**config.mk**
```make
export PLATFORM = sky130hd
export DESIGN_NAME = adc_spi_responder
export DESIGN_NICKNAME = d
export VERILOG_FILES = /design/src/rtl/adc_spi_responder.sv
export SDC_FILE = /design/constraint.sdc
export NUM_CORES = 1
export LEC_CHECK = 0
export ABC_AREA = 1
export CAP_MARGIN = 20
export CORE_UTILIZATION = 47
export CTS_CLUSTER_DIAMETER = 50
export DETAILED_ROUTE_END_ITERATION = 10
export HOLD_SLACK_MARGIN = 0.15
export PLACE_DENSITY = 0.93
export SKIP_LAST_GASP = 1
export SLEW_MARGIN = 20
export SYNTH_ARGS = -nofsm -noshare
export SYNTH_HDL_FRONTEND = slang
export SYNTH_SLANG_ARGS = --single-unit
```
**constraint.sdc**
```tcl
create_clock -name fastClk -period 1.9 [get_ports fastClk]
set_input_delay 0.38 -clock fastClk [delete_from_list [all_inputs] [get_ports fastClk]]
set_output_delay 0.38 -clock fastClk [all_outputs]
set_load 0.02 [all_outputs]
```
**src/rtl/adc_spi_responder.sv**
```systemverilog
// SPI slave model of an 8-channel 12-bit serial ADC. SCLK/CSN/DIN are oversampled in the fastClk domain.
// DOUT returns {0, ADD, D} for the channel selected by the previous frame's control word.
module adc_spi_responder #(
  parameter int DATA_WIDTH  = 12,
  parameter int NUM_CHAN    = 8,
  parameter int FRAME_BITS  = 16,
  parameter int SYNC_STAGES = 1
) (
  input  logic                           fastClk,
  input  logic                           resetN,
  input  logic                           SCLK,
  input  logic                           CSN,
  input  logic                           DIN,
  output logic                           DOUT,
  input  logic [NUM_CHAN*DATA_WIDTH-1:0] chanData,
  output logic [$clog2(NUM_CHAN)-1:0]    addrReg,
  output logic [1:0]                     pmBits,
  output logic                           rangeBit,
  output logic                           codingBit,
  output logic [DATA_WIDTH-1:0]          ctrlWord,
  output logic                           frameDone,
  output logic                           frameAbort,
  output logic                           busy
);

  localparam int ADDR_W = $clog2(NUM_CHAN);
  localparam int CNT_W  = $clog2(FRAME_BITS + 1);
  localparam logic [CNT_W-1:0] LAST_CNT = CNT_W'(FRAME_BITS);
  localparam logic [DATA_WIDTH-1:0] MSB_MASK = {1'b1, {(DATA_WIDTH-1){1'b0}}};

  typedef enum logic [1:0] {
    S_IDLE,
    S_SHIFT,
    S_DONE,
    S_WAIT_CS
  } state_t;

  // Sampling pipeline: bit 2 = SCLK, bit 1 = CSN, bit 0 = DIN. CSN resets high so no false fall.
  logic [2:0] r_sync [SYNC_STAGES];
  logic [2:0] r_hist;

  always_ff @(posedge fastClk or negedge resetN) begin
    if (!resetN) begin
      for (int i = 0; i < SYNC_STAGES; i++) r_sync[i] <= 3'b010;
      r_hist <= 3'b010;
    end else begin
      r_sync[0] <= {SCLK, CSN, DIN};
      for (int i = 1; i < SYNC_STAGES; i++) r_sync[i] <= r_sync[i-1];
      r_hist <= r_sync[SYNC_STAGES-1];
    end
  end

  logic [2:0] w_smp;
  logic       w_sclk_rise;
  logic       w_sclk_fall;
  logic       w_csn_rise;
  logic       w_csn_fall;
  logic       w_din;

  assign w_smp       = r_sync[SYNC_STAGES-1];
  assign w_sclk_rise =  w_smp[2] & ~r_hist[2];
  assign w_sclk_fall = ~w_smp[2] &  r_hist[2];
  assign w_csn_rise  =  w_smp[1] & ~r_hist[1];
  assign w_csn_fall  = ~w_smp[1] &  r_hist[1];
  assign w_din       =  w_smp[0];

  state_t                  r_state;
  logic [FRAME_BITS-1:0]   r_tx_shift;
  logic [FRAME_BITS-1:0]   r_rx_shift;
  logic [CNT_W-1:0]        r_rise_cnt;
  logic [CNT_W-1:0]        r_fall_cnt;
  logic                    r_dout;
  logic [ADDR_W-1:0]       r_addr;
  logic [1:0]              r_pm;
  logic                    r_range;
  logic                    r_coding;
  logic [DATA_WIDTH-1:0]   r_ctrl;
  logic                    r_abort;

  state_t                  w_state_next;
  logic [FRAME_BITS-1:0]   w_tx_next;
  logic [FRAME_BITS-1:0]   w_rx_next;
  logic [CNT_W-1:0]        w_rise_next;
  logic [CNT_W-1:0]        w_fall_next;
  logic                    w_dout_next;
  logic [ADDR_W-1:0]       w_addr_next;
  logic [1:0]              w_pm_next;
  logic                    w_range_next;
  logic                    w_coding_next;
  logic [DATA_WIDTH-1:0]   w_ctrl_next;
  logic                    w_abort_next;

  logic [DATA_WIDTH-1:0]   w_sample;
  logic [DATA_WIDTH-1:0]   w_coded;
  logic [FRAME_BITS-1:0]   w_tx_word;
  logic [DATA_WIDTH-1:0]   w_rx_ctrl;

  // Two's complement output is the straight-binary sample with its MSB flipped.
  assign w_sample  = chanData[int'(r_addr)*DATA_WIDTH +: DATA_WIDTH];
  assign w_coded   = r_coding ? w_sample : (w_sample ^ MSB_MASK);
  assign w_tx_word = FRAME_BITS'({1'b0, r_addr, w_coded});
  assign w_rx_ctrl = r_rx_shift[FRAME_BITS-1 -: DATA_WIDTH];

  always_ff @(posedge fastClk or negedge resetN) begin
    if (!resetN) begin
      r_state    <= S_IDLE;
      r_tx_shift <= '0;
      r_rx_shift <= '0;
      r_rise_cnt <= '0;
      r_fall_cnt <= '0;
      r_dout     <= 1'b0;
      r_addr     <= '0;
      r_pm       <= 2'b11;
      r_range    <= 1'b0;
      r_coding   <= 1'b1;
      r_ctrl     <= '0;
      r_abort    <= 1'b0;
    end else begin
      r_state    <= w_state_next;
      r_tx_shift <= w_tx_next;
      r_rx_shift <= w_rx_next;
      r_rise_cnt <= w_rise_next;
      r_fall_cnt <= w_fall_next;
      r_dout     <= w_dout_next;
      r_addr     <= w_addr_next;
      r_pm       <= w_pm_next;
      r_range    <= w_range_next;
      r_coding   <= w_coding_next;
      r_ctrl     <= w_ctrl_next;
      r_abort    <= w_abort_next;
    end
  end

  always_comb begin
    w_state_next  = r_state;
    w_tx_next     = r_tx_shift;
    w_rx_next     = r_rx_shift;
    w_rise_next   = r_rise_cnt;
    w_fall_next   = r_fall_cnt;
    w_dout_next   = 1'b0;
    w_addr_next   = r_addr;
    w_pm_next     = r_pm;
    w_range_next  = r_range;
    w_coding_next = r_coding;
    w_ctrl_next   = r_ctrl;
    w_abort_next  = 1'b0;

    case (r_state)
      S_IDLE: begin
        if (w_csn_fall) begin
          w_tx_next    = w_tx_word;
          w_dout_next  = w_tx_word[FRAME_BITS-1];
          w_rise_next  = '0;
          w_fall_next  = '0;
          w_rx_next    = '0;
          w_state_next = S_SHIFT;
        end
      end

      S_SHIFT: begin
        w_dout_next = r_dout;
        // CSN wins over a same-cycle SCLK edge, so a late 16th fall still aborts.
        if (w_csn_rise) begin
          w_abort_next = 1'b1;
          w_dout_next  = 1'b0;
          w_state_next = S_IDLE;
        end else if (w_sclk_rise) begin
          if (r_rise_cnt < LAST_CNT) begin
            w_rise_next = r_rise_cnt + CNT_W'(1);
            w_tx_next   = {r_tx_shift[FRAME_BITS-2:0], 1'b0};
            w_dout_next = r_tx_shift[FRAME_BITS-2];
          end
        end else if (w_sclk_fall) begin
          if (r_fall_cnt < LAST_CNT) begin
            w_rx_next   = {r_rx_shift[FRAME_BITS-2:0], w_din};
            w_fall_next = r_fall_cnt + CNT_W'(1);
            if (r_fall_cnt == LAST_CNT - CNT_W'(1)) begin
              w_dout_next  = 1'b0;
              w_state_next = S_DONE;
            end
          end
        end
      end

      S_DONE: begin
        w_ctrl_next = w_rx_ctrl;
        if (w_rx_ctrl[DATA_WIDTH-1]) begin
          w_addr_next   = w_rx_ctrl[6 +: ADDR_W];
          w_pm_next     = w_rx_ctrl[5:4];
          w_range_next  = w_rx_ctrl[1];
          w_coding_next = w_rx_ctrl[0];
        end
        // A CSN rise seen during this single cycle must not strand us in WAIT_CS.
        w_state_next = w_csn_rise ? S_IDLE : S_WAIT_CS;
      end

      S_WAIT_CS: begin
        if (w_csn_rise) w_state_next = S_IDLE;
      end

      default: w_state_next = S_IDLE;
    endcase
  end

  assign DOUT       = r_dout;
  assign addrReg    = r_addr;
  assign pmBits     = r_pm;
  assign rangeBit   = r_range;
  assign codingBit  = r_coding;
  assign ctrlWord   = r_ctrl;
  assign frameDone  = (r_state == S_DONE);
  assign frameAbort = r_abort;
  assign busy       = (r_state != S_IDLE);

endmodule

```
==> results of run 1 <==
==> cell type report <==
cell class	count	area, um^2	area share [%]
clock buffer	10	138	2.51
clock inverter	6	86.3	1.58
inverter	57	216	3.95
multi-input combinational	381	1790	32.7
sequential	69	1730	31.6
tap	102	128	2.33
timing repair buffer	138	1390	25.3
==> path summary, 6_finish.rpt <==
kind,start,endpoint,slack (ps),cells past startpoint
max,r_state[1],frameDone,30,3
min,r_sync[1],r_hist[1],400,0
max reg2reg,r_sync[2],r_rx_shift[15],100,6
min reg2reg,r_sync[1],r_hist[1],400,0
max in group asynchronous,resetN,codingBit,700,3
min in group asynchronous,resetN,r_rx_shift[4],580,2
==> cell usage after synthesis, types with 2 or more instances <==
cell	count
nand2_1	117
o21ai_1	18
or2_2	2
a21boi_1	5
a22oi_1	5
ha_1	5
o211ai_1	5
inv_1	53
clkbuf_1	10
dfrtp_1	64
nand2_2	2
dfstp_2	5
buf_2	16
o21ai_2	3
nor2_2	4
nand3_1	14
nor3_1	3
nor2_1	100
a21oi_1	10
inv_2	4
a31oi_1	2
o21ai_0	78
==> registers in the layout, indices dropped and copies added (netlist names), 2 cells and up <==
register    cells
r_rise_cnt      5
r_sync          3
r_tx_shift     15
r_state         2
r_fall_cnt      5
ctrlWord       12
addrReg         3
pmBits          2
r_rx_shift     16
r_hist          2
==> layer usage <==
layer,global-route usage (%),part of all wire (%),vias to the layer above
met4,11.8,2.7,0
met5,0,0,-
met2,46.9,47,196
met3,6.81,9.6,28
met1,33.2,40,1869
li1,-,-,1947
==> power by group <==
group / internal, mW / leakage, nW / switching (mW) / total (mW)
Clock: 0.772 / 0.112 / 0.563 / 1.34
Sequential: 1.75 / 0.900 / 0.184 / 1.94
Combinational: 0.771 / 1.50 / 1.15 / 1.92
==> worst register-to-register path, stage by stage, from the launching register on <==
cell and delay [ps]:
dfrtp_1 400, ha_1 280, nor3_1 440, o221ai_2 150, buf_4 230, nand2_1 120
o21ai_2 60
==> kinds of logic after synthesis <==
kind of cell / after synthesis / synth area share, %
AO/OA/AOI/OAI: 129 / 18.6
XOR/XNOR: 1 / 0.227
adder cells (fa/ha/maj): 5 / 1.62
buffers and inverters: 85 / 8.98
flip-flops: 69 / 44.9
AND/OR/NAND/NOR: 246 / 25.7
==> metrics by stage <==
step                instance area [um^2]  hold WS [ps]  setup slack [ps]
global route                        5480           401             -48.5
global placement                    5240           382               207
floorplan                           3860          84.4               378
finish                              5480           396              29.0
CTS                                 5460           399              6.53
detailed placement                  5240           388               109
==> timing repair <==
| item | in CTS | in global routing |
|---|---|---|
| endpoints found under the setup margin | 6 | 25 |
| hold endpoints to repair | 21 | 0 |
| gates cloned | 0 | 0 |
| hold buffers | 1 | 0 |
| resized for setup | 6 | 5 |
==> results.py, run 1 <==
metrics = {
    "clock_network": {
        "cts_made_buffers": 9,
        "cts_htree_levels": 3,
        "clockBufferDepth": 2,
        "clk_latency_ps": 350,
        "clkTransAtPathRegs_ps": 70,
        "cts_tree": "built",
        "post_cts_buffers": 0,
        "clock-sinks": 69,
        "clk_root_buffer_cell": "clkbuf_8",
    },
    "worst_setup_path": {
        "cp_data_required_time_ps": 1520,
        "path_delay_family": "flip-flops",
        "crit_arrival_ps": 1490,
        "crit_buf_inv": 2,
        "cp-start-kind": "register",
        "cpPeakStageDelay_ps": 500,
        "slowest_stage": "dfrtp_1",
        "crit_chain": "inv_2 -> nor2_1 -> dlygate4sd2_1",
        "critPathKind": "reg2out",
        "critical_path.endpoint_type": "output pin",
        "path_max_fanout": 6,
    },
    "global_routing": {
        "grt_usage_pct": 27.6,
        "grt_pass1_vias": 3890,
        "grt_overflow": 0,
        "grt_max_degree": 30,
        "antenna_found_initial": 0,
        "grt_pass1_wl_um": 18400,
    },
    "synth": {
        "yosys_most_used_dff": "dfrtp_1",
        "yosysSeqAreaShare_pct": 44.9,
        "ys_types": 32,
        "synthesis.nets": 641,
        "syn_avg_cell_area_um2": 7.21,
        "synth_edf_count": 0,
        "syn_area_um2": 3860,
        "synth_top_cell_by_area": "dfrtp_1",
        "yosys-top-cells-area": "dfrtp_1, nand2_1, o21ai_0, nor2_1, inv_1",
        "syn_inst": 535,
        "ys_async_sr_fraction_pct": 100,
        "ys_ff_latch": 69,
        "ys_warn_count": 0,
        "synth_top_area_share_pct": 41.5,
    },
    "pwr": {
        "powerDensity_nw_per_um2": 947,
        "power_mw": 5.19,
        "peakVddDrop_mv": 0.689,
        "p_leak_nw": 2.51,
    },
    "cells_and_area": {
        "stdcell_count": 763,
        "fill_cells": 626,
        "nNetsFinal": 762,
        "diodes": 0,
        "final_cell_mix": "nand2_1, clkdlybuf4s50_1, nor2_1, o21ai_0, dfrtp_1",
        "layout-drive-gt1-share_pct": 8.62,
        "area_delta_synth_final_pct": 42.0,
        "final_common_cell": "nand2_1",
        "finish.utilization_pct": 69.8,
    },
    "min_path": {
        "worstHoldPathType": "reg2reg",
    },
    "die": {
        "dieArea_um2": 8580,
        "die_x_um": 92.6,
        "core-area_um2": 7850,
        "die_h_um": 92.6,
        "initial_core_util_pct": 49.2,
        "top_level_ports": 124,
        "rows": 32,
    },
    "sta": {
        "slew_viol_final": 0,
        "worstMarginPinSlew_ps": 605,
        "slew_headroom_pct": 59.6,
        "hold_viol": 0,
        "period_share_pct": 98.5,
        "rsz0062_at_grt": "yes",
        "fmax_mhz": 534,
        "setup_violations": 0,
        "fin_worst_skew_ps": 6.54,
        "timing.setup.tns_ps": 0,
        "finalCriticalPeriod_ps": 1870,
    },
    "status": {
        "status": "finished clean",
    },
    "drt": {
        "ant_nets": 0,
        "drt_pass1_iterations": 5,
        "num_vias": 4040,
        "initialDrtViolationCount": 226,
        "routedWlPerCell_um": 15.2,
        "via_per_inst": 5.29,
        "wl_um": 11600,
        "drc": 0,
    },
    "place": {
        "hpwl_um": 8460,
        "place_congestion": 0.902,
        "io_buffers": 123,
        "placed_cells": 746,
    },
    "job": {
        "maxCapViolCount": 0,
    },
}
Note: power is estimated with default switching activity, not from simulation.
==> inputs of run 2 (changes only) <==
==> constraint.sdc (replaced) <==
create_clock -name fastClk -period 2.15 [get_ports fastClk]
set_input_delay 0.43 -clock fastClk [delete_from_list [all_inputs] [get_ports fastClk]]
set_output_delay 0.43 -clock fastClk [all_outputs]
set_load 0.02 [all_outputs]
==> run 2 against run 1 <==
First-iteration DRC count grew 0.44%. Register-to-register slack gained 120 ps. Combinational power decreased by 14%. Core utilization decreased by 0.53 points. Highest routed layer unchanged.
==> results.py, run 2 (same netlist as run 1, synthesis figures left out) <==
metrics = {
    "clock_network": {
        "cts_htree_levels": 3,
        "cts_tree": "built",
        "clockBufferDepth": 2,
        "cts_made_buffers": 9,
        "clock-sinks": 69,
        "clkTransAtPathRegs_ps": 70,
        "clk_root_buffer_cell": "clkbuf_8",
        "clk_latency_ps": 350,
    },
    "cells_and_area": {
        "final_area_um2": 5440,
        "layout-drive-gt1-share_pct": 7.34,
        "top_register": "r_rx_shift",
        "final_common_cell": "clkdlybuf4s50_1",
        "largest_reg_flops": 16,
        "fill_cells": 607,
        "area_delta_synth_final_pct": 41.0,
        "stdcell_count": 756,
        "final_cell_mix": "clkdlybuf4s50_1, nand2_1, nor2_1, o21ai_0, dfrtp_1",
        "nNetsFinal": 755,
        "diodes": 0,
    },
    "worst_setup_path": {
        "cpPeakStageDelay_ps": 540,
        "crit_chain": "nor2_2 -> inv_1 -> clkdlybuf4s50_1",
        "cp_data_required_time_ps": 1720,
        "critPathKind": "reg2out",
        "crit_buf_inv": 2,
        "path_max_fanout": 6,
        "path_delay_family": "buffers and inverters",
        "slowest_stage": "clkdlybuf4s50_1",
        "critical_path.endpoint_type": "output pin",
        "crit_arrival_ps": 1620,
        "cp-start-kind": "register",
    },
    "global_routing": {
        "grt_pass1_wl_um": 17600,
        "antenna_found_initial": 0,
        "grt_max_degree": 70,
        "grt_usage_pct": 26.5,
        "grt_overflow": 0,
        "grt_pass1_vias": 3778,
    },
    "sta": {
        "setup_violations": 0,
        "whs_ps": 391,
        "hold_viol": 0,
        "fmax_mhz": 488,
        "timing.setup.tns_ps": 0,
        "slew_viol_final": 0,
        "rsz0062_at_grt": "no",
        "period_share_pct": 95.4,
        "finalCriticalPeriod_ps": 2050,
        "fin_worst_skew_ps": 7.84,
        "worstMarginPinSlew_ps": 774,
        "slew_headroom_pct": 48.2,
    },
    "pwr": {
        "powerDensity_nw_per_um2": 872,
        "p_leak_nw": 2.46,
        "peakVddDrop_mv": 0.669,
    },
    "drt": {
        "drc": 0,
        "wl_um": 11200,
        "drt_pass1_iterations": 5,
        "ant_nets": 0,
        "routedWlPerCell_um": 14.8,
        "num_vias": 3985,
        "via_per_inst": 5.27,
        "initialDrtViolationCount": 227,
    },
    "status": {
        "status": "finished clean",
    },
    "place": {
        "place_congestion": 0.938,
        "placed_cells": 739,
        "io_buffers": 123,
        "place_area_um2": 5160,
        "hpwl_um": 7920,
    },
    "die": {
        "dieArea_um2": 8580,
        "top_level_ports": 124,
        "die_x_um": 92.6,
        "core-area_um2": 7850,
        "initial_core_util_pct": 49.2,
        "rows": 32,
        "die_h_um": 92.6,
    },
    "job": {
        "maxCapViolCount": 0,
    },
    "min_path": {
        "worstHoldPathType": "reg2reg",
    },
}
-- run 2: cell types whose count changed in the layout (fill, tap and decap cells not counted), moves of 2 or more --
cell / change
bufinv_16: +2
buf_12: -2
buf_4: -5
clkdlybuf4s50_1: +5
dlygate4sd2_1: -4
-- run 2: final timing paths --
check                           startpoint             end  slack (ps)  depth (start not counted)
worst min-delay path             r_sync[1]       r_hist[1]         390                          0
max in group asynchronous           resetN       r_hist[1]        1200                          3
worst max-delay path            r_state[0]            busy         100                          3
worst min register to register   r_sync[1]       r_hist[1]         390                          0
worst max register to register   r_sync[2]  r_rx_shift[11]         220                          5
min in group asynchronous           resetN       r_sync[0]         610                          3
-- run 2: final cells by class --
type | instances | area (um^2) | area share [%]
multi-input cells | 381 | 1790 | 32.9
flip-flops and latches | 69 | 1730 | 31.9
repair buffers | 131 | 1310 | 24.1
inverters | 57 | 214 | 3.93
clock inverters | 7 | 138 | 2.53
well taps | 102 | 128 | 2.35
clock buffers | 9 | 124 | 2.28
-- run 2: where the power goes --
group,internal (mW),leakage [nW],switching [mW]
Combinational,0.640,1.42,1.01
Sequential,1.55,0.902,0.158
Clock,0.883,0.129,0.502
Total,3.07,2.46,1.67
-- run 2: layer usage --
metal | GRT usage, % | wire [um] | vias to the layer above | part of all wire (%)
met5 | 0 | 0 | - | 0
met4 | 11.9 | 269 | 0 | 2.4
met3 | 5.58 | 963 | 28 | 8.6
met2 | 45.7 | 5300 | 177 | 47
met1 | 31.7 | 4650 | 1848 | 42
li1 | - | - | 1932 | -
-- run 2: worst reg2reg max path, stage by stage, from the launching register on --
cell and delay [ps]:
dfrtp_1 400, ha_1 270, nor3_1 480, o221ai_4 390, nand2_1 190, o21ai_1 80
-- run 2: timing repair --
item | in CTS | in global routing
endpoints found under the setup margin | 1 | 2
resized for setup | 1 | 1
endpoints found under the hold margin | 64 | 0
hold buffers | 1 | 0
buffers inserted | 0 | 0
-- run 2: through the flow --
stage	worst slack, ps	utilization (%)	power (mW)
4_1_cts	92.7	69.2	4.72
5_1_grt	49.6	69.3	5.05
3_5_place_dp	265	65.7	3.32
3_3_place_gp	351	65.7	3.23
6_report	99.3	69.3	4.74
2_1_floorplan	628	-	2.80
